## src/rtl/rv_decode_pkg.sv

```systemverilog
// Shared decode definitions: RV opcodes, immediate formats and the decoded-entry payload.
package rv_decode_pkg;

  localparam logic [6:0] OP_IMM    = 7'b0010011;
  localparam logic [6:0] LOAD      = 7'b0000011;
  localparam logic [6:0] JALR      = 7'b1100111;
  localparam logic [6:0] SYSTEM    = 7'b1110011;
  localparam logic [6:0] STORE     = 7'b0100011;
  localparam logic [6:0] BRANCH    = 7'b1100011;
  localparam logic [6:0] LUI       = 7'b0110111;
  localparam logic [6:0] AUIPC     = 7'b0010111;
  localparam logic [6:0] JAL       = 7'b1101111;
  localparam logic [6:0] OP        = 7'b0110011;
  localparam logic [6:0] OP_IMM_32 = 7'b0011011;
  localparam logic [6:0] OP_32     = 7'b0111011;

  typedef enum logic [2:0] {
    FMT_R,
    FMT_I,
    FMT_S,
    FMT_B,
    FMT_U,
    FMT_J,
    FMT_NONE
  } imm_fmt_e;

  // Field order mirrors the instruction word, so a plain cast splits it.
  typedef struct packed {
    logic [6:0] funct7;
    logic [4:0] rs2;
    logic [4:0] rs1;
    logic [2:0] funct3;
    logic [4:0] rd;
    logic [6:0] opcode;
  } instr_fields_t;

  typedef struct packed {
    instr_fields_t f;
    logic          imm_valid;
    logic          illegal;
  } decoded_t;

  function automatic instr_fields_t split_fields(input logic [31:0] instr);
    return instr_fields_t'(instr);
  endfunction

endpackage

```

## src/rtl/decode_stage_if.sv

```systemverilog
// Upstream/downstream handshake bundle of the decode stage.
interface decode_stage_if #(
  parameter int XLEN = 32,
  parameter int PC_W = 32
);
  logic            flush;
  logic            in_valid;
  logic            in_ready;
  logic [31:0]     in_instr;
  logic [PC_W-1:0] in_pc;
  logic            out_valid;
  logic            out_ready;
  logic [PC_W-1:0] out_pc;
  logic [6:0]      out_opcode;
  logic [2:0]      out_funct3;
  logic [6:0]      out_funct7;
  logic [4:0]      out_rd;
  logic [4:0]      out_rs1;
  logic [4:0]      out_rs2;
  logic [XLEN-1:0] out_imm;
  logic            out_imm_valid;
  logic            out_illegal;

  modport master (
    output flush, in_valid, in_instr, in_pc, out_ready,
    input  in_ready, out_valid, out_pc, out_opcode, out_funct3, out_funct7,
           out_rd, out_rs1, out_rs2, out_imm, out_imm_valid, out_illegal
  );

  modport slave (
    input  flush, in_valid, in_instr, in_pc, out_ready,
    output in_ready, out_valid, out_pc, out_opcode, out_funct3, out_funct7,
           out_rd, out_rs1, out_rs2, out_imm, out_imm_valid, out_illegal
  );
endinterface

```

## src/rtl/imm_gen.sv

```systemverilog
// Combinational format classification and sign-extended immediate build for one instruction.
module imm_gen
  import rv_decode_pkg::*;
#(
  parameter int XLEN = 32
) (
  input  logic [31:0]     instr,
  output imm_fmt_e        fmt,
  output logic [XLEN-1:0] imm,
  output logic            imm_valid,
  output logic            illegal
);

  logic signed [31:0] imm32;

  always_comb begin
    fmt = FMT_NONE;
    case (instr[6:0])
      OP_IMM, LOAD, JALR, SYSTEM: fmt = FMT_I;
      STORE:                      fmt = FMT_S;
      BRANCH:                     fmt = FMT_B;
      LUI, AUIPC:                 fmt = FMT_U;
      JAL:                        fmt = FMT_J;
      OP:                         fmt = FMT_R;
      OP_IMM_32:                  fmt = (XLEN == 64) ? FMT_I : FMT_NONE;
      OP_32:                      fmt = (XLEN == 64) ? FMT_R : FMT_NONE;
      default:                    fmt = FMT_NONE;
    endcase

    illegal = (instr[1:0] != 2'b11) || (fmt == FMT_NONE);

    imm32 = '0;
    if (!illegal) begin
      case (fmt)
        FMT_I:   imm32 = {{20{instr[31]}}, instr[31:20]};
        FMT_S:   imm32 = {{20{instr[31]}}, instr[31:25], instr[11:7]};
        FMT_B:   imm32 = {{19{instr[31]}}, instr[31], instr[7], instr[30:25], instr[11:8], 1'b0};
        FMT_U:   imm32 = {instr[31:12], 12'b0};
        FMT_J:   imm32 = {{11{instr[31]}}, instr[31], instr[19:12], instr[20], instr[30:21], 1'b0};
        default: imm32 = '0;
      endcase
    end

    imm_valid = !illegal && (fmt != FMT_R);
    // Signed source, so widening to 64 bits replicates instr[31] (U-type included).
    imm = XLEN'(imm32);
  end

endmodule

```

## src/rtl/decode_stage.sv

```systemverilog
// Registered RV32/RV64 decode stage: head register plus one skid entry, in_ready registered.
//
// state    | meaning
// ST_EMPTY | no decoded entry held
// ST_HEAD  | head holds an entry, skid empty
// ST_FULL  | head and skid both hold entries; upstream stalled
module decode_stage
  import rv_decode_pkg::*;
#(
  parameter int XLEN = 32,
  parameter int PC_W = 32
) (
  input  logic          clk,
  input  logic          rst,
  decode_stage_if.slave bus
);

  typedef struct packed {
    logic [PC_W-1:0] pc;
    logic [XLEN-1:0] imm;
    decoded_t        d;
  } entry_t;

  typedef enum logic [1:0] {
    ST_EMPTY,
    ST_HEAD,
    ST_FULL
  } state_e;

  state_e          state_q, state_d;
  logic            ready_q;
  entry_t          head_q, skid_q, dec_entry;
  logic            load_head, head_from_skid, load_skid;
  logic            in_fire, out_fire;

  imm_fmt_e        gen_fmt;
  logic [XLEN-1:0] gen_imm;
  logic            gen_imm_valid;
  logic            gen_illegal;

  imm_gen #(.XLEN(XLEN)) u_imm_gen (
    .instr     (bus.in_instr),
    .fmt       (gen_fmt),
    .imm       (gen_imm),
    .imm_valid (gen_imm_valid),
    .illegal   (gen_illegal)
  );

  always_comb begin
    dec_entry             = '0;
    dec_entry.pc          = bus.in_pc;
    dec_entry.imm         = gen_imm;
    dec_entry.d.f         = split_fields(bus.in_instr);
    dec_entry.d.imm_valid = gen_imm_valid && (gen_fmt != FMT_R);
    dec_entry.d.illegal   = gen_illegal;
  end

  assign in_fire  = bus.in_valid && ready_q;
  assign out_fire = (state_q != ST_EMPTY) && bus.out_ready;

  always_comb begin
    state_d        = state_q;
    load_head      = 1'b0;
    head_from_skid = 1'b0;
    load_skid      = 1'b0;
    case (state_q)
      ST_EMPTY: begin
        if (in_fire) begin
          load_head = 1'b1;
          state_d   = ST_HEAD;
        end
      end
      ST_HEAD: begin
        if (out_fire) begin
          load_head = in_fire;
          state_d   = in_fire ? ST_HEAD : ST_EMPTY;
        end else if (in_fire) begin
          load_skid = 1'b1;
          state_d   = ST_FULL;
        end
      end
      ST_FULL: begin
        if (out_fire) begin
          head_from_skid = 1'b1;
          state_d        = ST_HEAD;
        end
      end
      default: state_d = ST_EMPTY;
    endcase
    // Flush discards everything, including an input accepted on the same edge.
    if (bus.flush) begin
      state_d        = ST_EMPTY;
      load_head      = 1'b0;
      head_from_skid = 1'b0;
      load_skid      = 1'b0;
    end
  end

  always_ff @(posedge clk) begin
    if (rst) begin
      state_q <= ST_EMPTY;
      ready_q <= 1'b1;
      head_q  <= '0;
      skid_q  <= '0;
    end else begin
      state_q <= state_d;
      ready_q <= (state_d != ST_FULL);
      if (load_head) begin
        head_q <= dec_entry;
      end else if (head_from_skid) begin
        head_q <= skid_q;
      end
      if (load_skid) begin
        skid_q <= dec_entry;
      end
    end
  end

  assign bus.in_ready      = ready_q;
  assign bus.out_valid     = (state_q != ST_EMPTY);
  assign bus.out_pc        = head_q.pc;
  assign bus.out_opcode    = head_q.d.f.opcode;
  assign bus.out_funct3    = head_q.d.f.funct3;
  assign bus.out_funct7    = head_q.d.f.funct7;
  assign bus.out_rd        = head_q.d.f.rd;
  assign bus.out_rs1       = head_q.d.f.rs1;
  assign bus.out_rs2       = head_q.d.f.rs2;
  assign bus.out_imm       = head_q.imm;
  assign bus.out_imm_valid = head_q.d.imm_valid;
  assign bus.out_illegal   = head_q.d.illegal;

endmodule

```

## src/flat_wrapper.sv

```systemverilog
// flat-port wrapper written by rule: the top's interface ports become plain ports
module decode_stage_flat import rv_decode_pkg::*;
#(
  parameter int XLEN = 32,
  parameter int PC_W = 32
)
  (clk, rst, bus_flush, bus_in_valid, bus_in_instr, bus_in_pc, bus_out_ready, bus_in_ready, bus_out_valid, bus_out_pc, bus_out_opcode, bus_out_funct3, bus_out_funct7, bus_out_rd, bus_out_rs1, bus_out_rs2, bus_out_imm, bus_out_imm_valid, bus_out_illegal);
  decode_stage_if #(.XLEN(XLEN), .PC_W(PC_W)) bus_i ();
  input  logic clk;
  input  logic rst;
  input wire logic [$bits(bus_i.flush)-1:0] bus_flush;
  input wire logic [$bits(bus_i.in_valid)-1:0] bus_in_valid;
  input wire logic [$bits(bus_i.in_instr)-1:0] bus_in_instr;
  input wire logic [$bits(bus_i.in_pc)-1:0] bus_in_pc;
  input wire logic [$bits(bus_i.out_ready)-1:0] bus_out_ready;
  output wire logic [$bits(bus_i.in_ready)-1:0] bus_in_ready;
  output wire logic [$bits(bus_i.out_valid)-1:0] bus_out_valid;
  output wire logic [$bits(bus_i.out_pc)-1:0] bus_out_pc;
  output wire logic [$bits(bus_i.out_opcode)-1:0] bus_out_opcode;
  output wire logic [$bits(bus_i.out_funct3)-1:0] bus_out_funct3;
  output wire logic [$bits(bus_i.out_funct7)-1:0] bus_out_funct7;
  output wire logic [$bits(bus_i.out_rd)-1:0] bus_out_rd;
  output wire logic [$bits(bus_i.out_rs1)-1:0] bus_out_rs1;
  output wire logic [$bits(bus_i.out_rs2)-1:0] bus_out_rs2;
  output wire logic [$bits(bus_i.out_imm)-1:0] bus_out_imm;
  output wire logic [$bits(bus_i.out_imm_valid)-1:0] bus_out_imm_valid;
  output wire logic [$bits(bus_i.out_illegal)-1:0] bus_out_illegal;
  assign bus_i.flush = bus_flush;
  assign bus_i.in_valid = bus_in_valid;
  assign bus_i.in_instr = bus_in_instr;
  assign bus_i.in_pc = bus_in_pc;
  assign bus_i.out_ready = bus_out_ready;
  assign bus_in_ready = bus_i.in_ready;
  assign bus_out_valid = bus_i.out_valid;
  assign bus_out_pc = bus_i.out_pc;
  assign bus_out_opcode = bus_i.out_opcode;
  assign bus_out_funct3 = bus_i.out_funct3;
  assign bus_out_funct7 = bus_i.out_funct7;
  assign bus_out_rd = bus_i.out_rd;
  assign bus_out_rs1 = bus_i.out_rs1;
  assign bus_out_rs2 = bus_i.out_rs2;
  assign bus_out_imm = bus_i.out_imm;
  assign bus_out_imm_valid = bus_i.out_imm_valid;
  assign bus_out_illegal = bus_i.out_illegal;
  decode_stage #(.XLEN(XLEN), .PC_W(PC_W)) u_core (.clk(clk), .rst(rst), .bus(bus_i));
endmodule
```

## config.mk

```make
export PLATFORM = sky130hd
export DESIGN_NAME = decode_stage_flat
export DESIGN_NICKNAME = d
export VERILOG_FILES = /design/src/rtl/rv_decode_pkg.sv /design/src/rtl/decode_stage_if.sv /design/src/rtl/imm_gen.sv /design/src/rtl/decode_stage.sv /design/src/flat_wrapper.sv
export SDC_FILE = /design/constraint.sdc
export NUM_CORES = 1
export LEC_CHECK = 0
export ABC_AREA = 0
export CAP_MARGIN = 20
export CORE_MARGIN = 1
export CORE_UTILIZATION = 38
export CTS_CLUSTER_DIAMETER = 40
export DETAILED_ROUTE_END_ITERATION = 12
export PLACE_DENSITY = 0.61
export SLEW_MARGIN = 20
export SYNTH_ARGS = -nofsm -noshare
export SYNTH_HDL_FRONTEND = slang
export SYNTH_HIERARCHICAL = 1
export SYNTH_SLANG_ARGS = --single-unit
```

## constraint.sdc

```tcl
create_clock -name clk -period 2.65 [get_ports clk]
set_clock_uncertainty 0.2 [all_clocks]
set_input_delay 0.53 -clock clk [delete_from_list [all_inputs] [get_ports clk]]
set_output_delay 0.53 -clock clk [all_outputs]
set_load 0.1 [all_outputs]
```

### Word-level counts from Yosys, hierarchy flattened

Index checks and enable logic that the tools add are counted.

* bits in registers: 199
* input port bits: 69
* word-level logic and storage cells: 76
* output and inout bits: 100

* eq/ne operators: 20
* reduce and logical (&&, ||, !) cells: 12
* muxes and demuxes: 22

Operators with widths (number)
* 98-bit 2-to-1 mux: 2
* 32-bit one-hot mux with 5 select lines: 1
* 32-bit 2-to-1 mux: 1
* 7-bit equality test, second input constant: 4
* 7-bit by 6-bit equality test with 1-bit output, second input constant: 3
* 3-bit one-hot mux with 6 select lines: 1
* 7-bit by 5-bit equality test with 1-bit output, second input constant: 2
* 1-bit 2-to-1 mux: 10
* 2-bit 2-to-1 mux: 5
* 3-bit equality test, second input constant: 3
* 7-bit by 2-bit equality test with 1-bit output, second input constant: 1
* 3-bit by 2-bit equality test with 1-bit output, second input constant: 2
* 2-bit one-hot mux with 3 select lines: 1
* 1-bit logical AND: 4
* 2-bit != test, second input constant: 2
* 2-bit nonzero test: 2
* 4-bit OR reduction: 1
* 3-bit by 1-bit equality test with 1-bit output, second input constant: 1
* 3-bit nonzero test: 1
* 2-bit by 1-bit equality test with 1-bit output, second input constant: 1
* 2-bit equality test, second input constant: 1
* 2-bit logical NOT: 1
* 1-bit one-hot mux with 2 select lines: 1
* 2-bit OR reduction: 1
* 2 further kinds: 2

### Longest topological paths before layout

* depth in word-level cells: 9
* depth in mapped cells: 8
* depth with buffers taken out: 7

### Hierarchy

The synthesis kept the hierarchy.

Modules (own cells, without submodules)
* decode_stage: cells each 993, times used 1, area an instance 8333.0 µm², sequential area each 3983.8 µm²
* imm_gen: cells each 100, times used 1, area an instance 681.9 µm², sequential area each 0.0 µm²

### Least setup slack after synthesis

No wires, ideal clock.

* path kind: flip-flop to flip-flop
* from: register u_core.ready_q (netlist: u_core/bus.in_ready)
* to: register u_core.head_q, in the netlist u_core/bus.out_funct7[0]
* stages on the path, launching flop included: 8
* data arrival time: 2.337 ns
* buffers on the path: 3
* setup time: 0.147 ns
* required time: 2.303 ns
* setup slack: -0.034 ns
* period minus slack after synthesis: 2.684 ns
* cell sequence: dfxtp_1 > nand2_1 > or4_1 > buf_2 > buf_6 > buf_2 > nor2_1 > a311oi_2

* longest elaborated chain between the ends: 5
* elaborated cells between the ends (all ways): 7
* those cells by class: mux (5); reduce/logical (2)

RTL lines
* start: declaration: RTL line decode_stage.sv:31 `logic ready_q;`
* start signal: assignment: RTL line decode_stage.sv:107 `ready_q <= (state_d != ST_FULL);`
* 1-bit logical AND *: RTL line decode_stage.sv:58 `assign in_fire = bus.in_valid && ready_q;`
* 1-bit 2-to-1 mux (on tied branches): RTL line decode_stage.sv:74, decode_stage.sv:68
* 1-bit one-hot mux with 2 select lines *: RTL line decode_stage.sv:66 `case (state_q)`
* 1-bit 2-to-1 mux *: RTL line decode_stage.sv:91 `if (bus.flush) begin`
* 98-bit 2-to-1 mux or 2-bit nonzero test (tied branches)
* end signal: assignment: RTL line decode_stage.sv:109 `head_q <= dec_entry;`
* end signal: assignment: RTL line decode_stage.sv:111 `head_q <= skid_q;`
* end: declaration: RTL line decode_stage.sv:32 `entry_t head_q, skid_q, dec_entry;`

Every way passes the cells marked *; elsewhere a longest branch is shown, timed or not.
A chain may end at the register's enable or synchronous reset.

==> results.ini <==
[power_and_ir_drop]
power_per_cell_area_nw_per_um2=646
ir_worst_vdd_v=0.000369
leakage_nw=4.24

[logic_synthesis]
ys_seq_elements=199
synth.top_cell.area_share=0.442
syn_inst=1093
synth_warnings=6
ys_async_sr_fraction=0
synth_area_leader_cell=dfxtp_1
syn_nets=1162
syn-cell-area_um2=9010
synth_ff_type=dfxtp_1
synth_cell_types=52
synth_edf_count=0
syn-mean-instance-area_um2=8.25
yosysSeqAreaShare=0.442
synth_area_leaders=dfxtp_1, nand2_1, a311oi_2

[final_layout]
seq_area_um2=3990
fill_cells=2219
design_area_um2=11500
n_antenna_cell=0
drive_gt1_frac=0.228
syn2layout_area_growth_pct=27.3
multi_input_area_um2=4540
nets=1297

[global_route]
grt_overflow=0
grt_max_degree=87
globalRouteTotalUtil=0.207
grt_pass1_vias=7587
antenna_found_initial=0
grt_pass1_wl_um=40000

[routing]
avgViaCountPerCell=5.11
drt_iter0_markers=583
dr.pass1.iters=4
wl_per_cell_um=15.9
antenna_left=0
route.vias.total=7935
drc=0
finalWirelength_um=24700

[die]
start_util=0.392
die_w_um=156
pin_count=169
die-area_um2=24300
rows=55
die_height_um=156
placeableCoreArea_um2=23000

[sta]
fin_hold_ws_ns=0.256
setup_viol=0
fin_crit_ns=2.36
finalHoldViolations=0
finalMaxSlewViolations=0
timing.fmax_mhz=423
rsz0062_at_grt=false
period_share=0.891
tightest_slew_ns=0.485
maxSlewHeadroom=0.677
worst_slack_ns=0.289

[worst_setup_path]
worst_ep_required_time_ns=2.79
start_kind=input pin
critPathTopFamily=buffers and inverters
critPathKind=in -> reg
cp_max_fo=8
r2r_cells=5
crit_arrival_ns=2.50
r2r_start=u_core/state_q[0]
max_stage_delay_ns=0.59
reg2reg_to=u_core/bus.out_pc[6]
cp_num_buf_inv=3
crit_chain=clkdlybuf4s50_1 > nor4_2 > buf_4 > o21ai_4 > buf_4 > o21ai_1 > nor2_1 > a311oi_2
r2r_slack_ns=0.67
endpoint_kind=flip-flop
slowest_stage=clkdlybuf4s50_1
critPathMostFrequentCell=buf_4

[placement]
finalWeightedCongestion=0.803
io_buffers=168
placed_area_um2=10900
dp_worst_setup_slack_ns=-0.0787
hpwl_um=15700

[clock_tree]
cts-root-buf=clkbuf_16
clkTransAtPathRegs_ns=0.08
cts_resized=0
cts_buffers=17
post_cts_buffers=0
clkLatencyLatePin_ns=0.43
clockBufferDepth=2
cts_tree=yes
cts_max_level=4
postCtsHoldBufs=0
clkSinkCount=199

[worst_hold_path]
timing.hold.worst.start=u_core/skid_q[93]
hold-path-endpoint=u_core/skid_q[93]
hold_depth=2
hp-class=reg -> reg

[job]
cap_violations=0

[run_status]
outcome=finished, final reports clean

-- worst register-to-register path, stage by stage (launching register included) --
cell	delay [ns]
dfxtp_1	0.36
nor2b_1	0.17
or4_4	0.55
buf_12	0.25
nor2_1	0.26
a311oi_2	0.06
-- Yosys cell counts, types with 6 or more instances --
master    instances
a311oi_2         90
a311oi_1          8
clkbuf_1         58
nand2_1         408
buf_2            17
and3_1            6
a21o_1           19
a21oi_1         102
buf_6            12
nor2_1          104
dfxtp_1         199
buf_4             7
-- how the worst max path moves through the flow --
stage | startpoint | endpoint | depth (start not counted) | slack, ns
3_5_place_dp | bus_in_instr[5] | u_core/bus.out_imm[2] | 8 | -0.08
5_1_grt | bus_in_instr[5] | u_core/bus.out_imm[2] | 8 | 0.16
2_1_floorplan | u_core/bus.in_ready | u_core/bus.out_funct7[0] | 7 | 0.35
3_3_place_gp | bus_in_instr[5] | u_core/bus.out_imm[2] | 8 | -0.008
6_report | bus_in_instr[5] | u_core/bus.out_imm[2] | 8 | 0.29
4_1_cts | bus_in_instr[5] | u_core/bus.out_imm[2] | 8 | 0.32
-- power by group --
| part | switching [mW] | total [mW] | internal (mW) |
|---|---|---|---|
| combinational | 1.14 | 1.55 | 0.413 |
| clock | 1.33 | 2.69 | 1.36 |
| sequential | 0.0672 | 3.17 | 3.10 |
-- through the flow --
stage	util	TNS, ns	cells	power (mW)
2_1_floorplan	-	0	1093	4.37
3_3_place_gp	0.473	-0.0160	1522	4.79
3_5_place_dp	0.473	-0.151	1522	4.80
4_1_cts	0.499	0	1554	7.48
5_1_grt	0.499	0	1554	7.69
6_report	0.499	0	1554	7.41
-- sequential cells by signal (all words and copies together), names as in the netlist --
| register | flops |
|---|---|
| u_core/skid_q | 98 |
| u_core/bus.out_imm | 32 |
| u_core/bus.out_pc | 32 |
| u_core/bus.out_funct7 | 7 |
| u_core/bus.out_opcode | 7 |
| u_core/bus.out_rd | 5 |
| u_core/bus.out_rs1 | 5 |
| u_core/bus.out_rs2 | 5 |
| u_core/bus.out_funct3 | 3 |
| u_core/state_q | 2 |
| u_core/bus.in_ready | 1 |
| u_core/bus.out_illegal | 1 |
| u_core/bus.out_imm_valid | 1 |
-- metal layers --
metal  GRT usage  wire (um)  up-vias  part of all wire
met5           0          0        -                 0
li1            -          -     3976                 -
met1       0.273      11600     3784              0.47
met3      0.0492       1180       18             0.048
met4      0.0593        356        0             0.014
met2       0.334      11500      157              0.47
-- cells in the final DEF (no fill, tap or decap), drive strengths merged, types with 2 or more instances in the layout --
master / n
nand2: 408
dfxtp: 199
buf: 142
nor2: 106
a21oi: 104
a311oi: 98
clkdlybuf4s50: 67
a21o: 19
clkbuf: 18
inv: 12
o21ai: 8
and3: 6
clkinv: 6
nand2b: 3
nor3: 3
and2: 3
nor4: 3
o22a: 3
and3b: 3
or4: 2
and2b: 2
o21a: 2
a31o: 2
nand3: 2
-- final cells by class --
type / count / area share
timing repair buffer: 210 / 0.169
sequential: 199 / 0.347
clock inverter: 15 / 0.0157
tap: 313 / 0.0341
multi-input combinational: 796 / 0.395
clock buffer: 17 / 0.0371
inverter: 4 / 0.00131
-- cell families after synthesis --
family                 after synthesis  synth area share
XOR/XNOR                             1          0.000972
AND/OR/NAND/NOR                    549             0.245
buffers and inverters               98            0.0561
flip-flops                         199             0.442
multiplexers                         1           0.00111
AO/OA/AOI/OAI                      245             0.255
No activity file was read; power rests on OpenSTA's default activity.
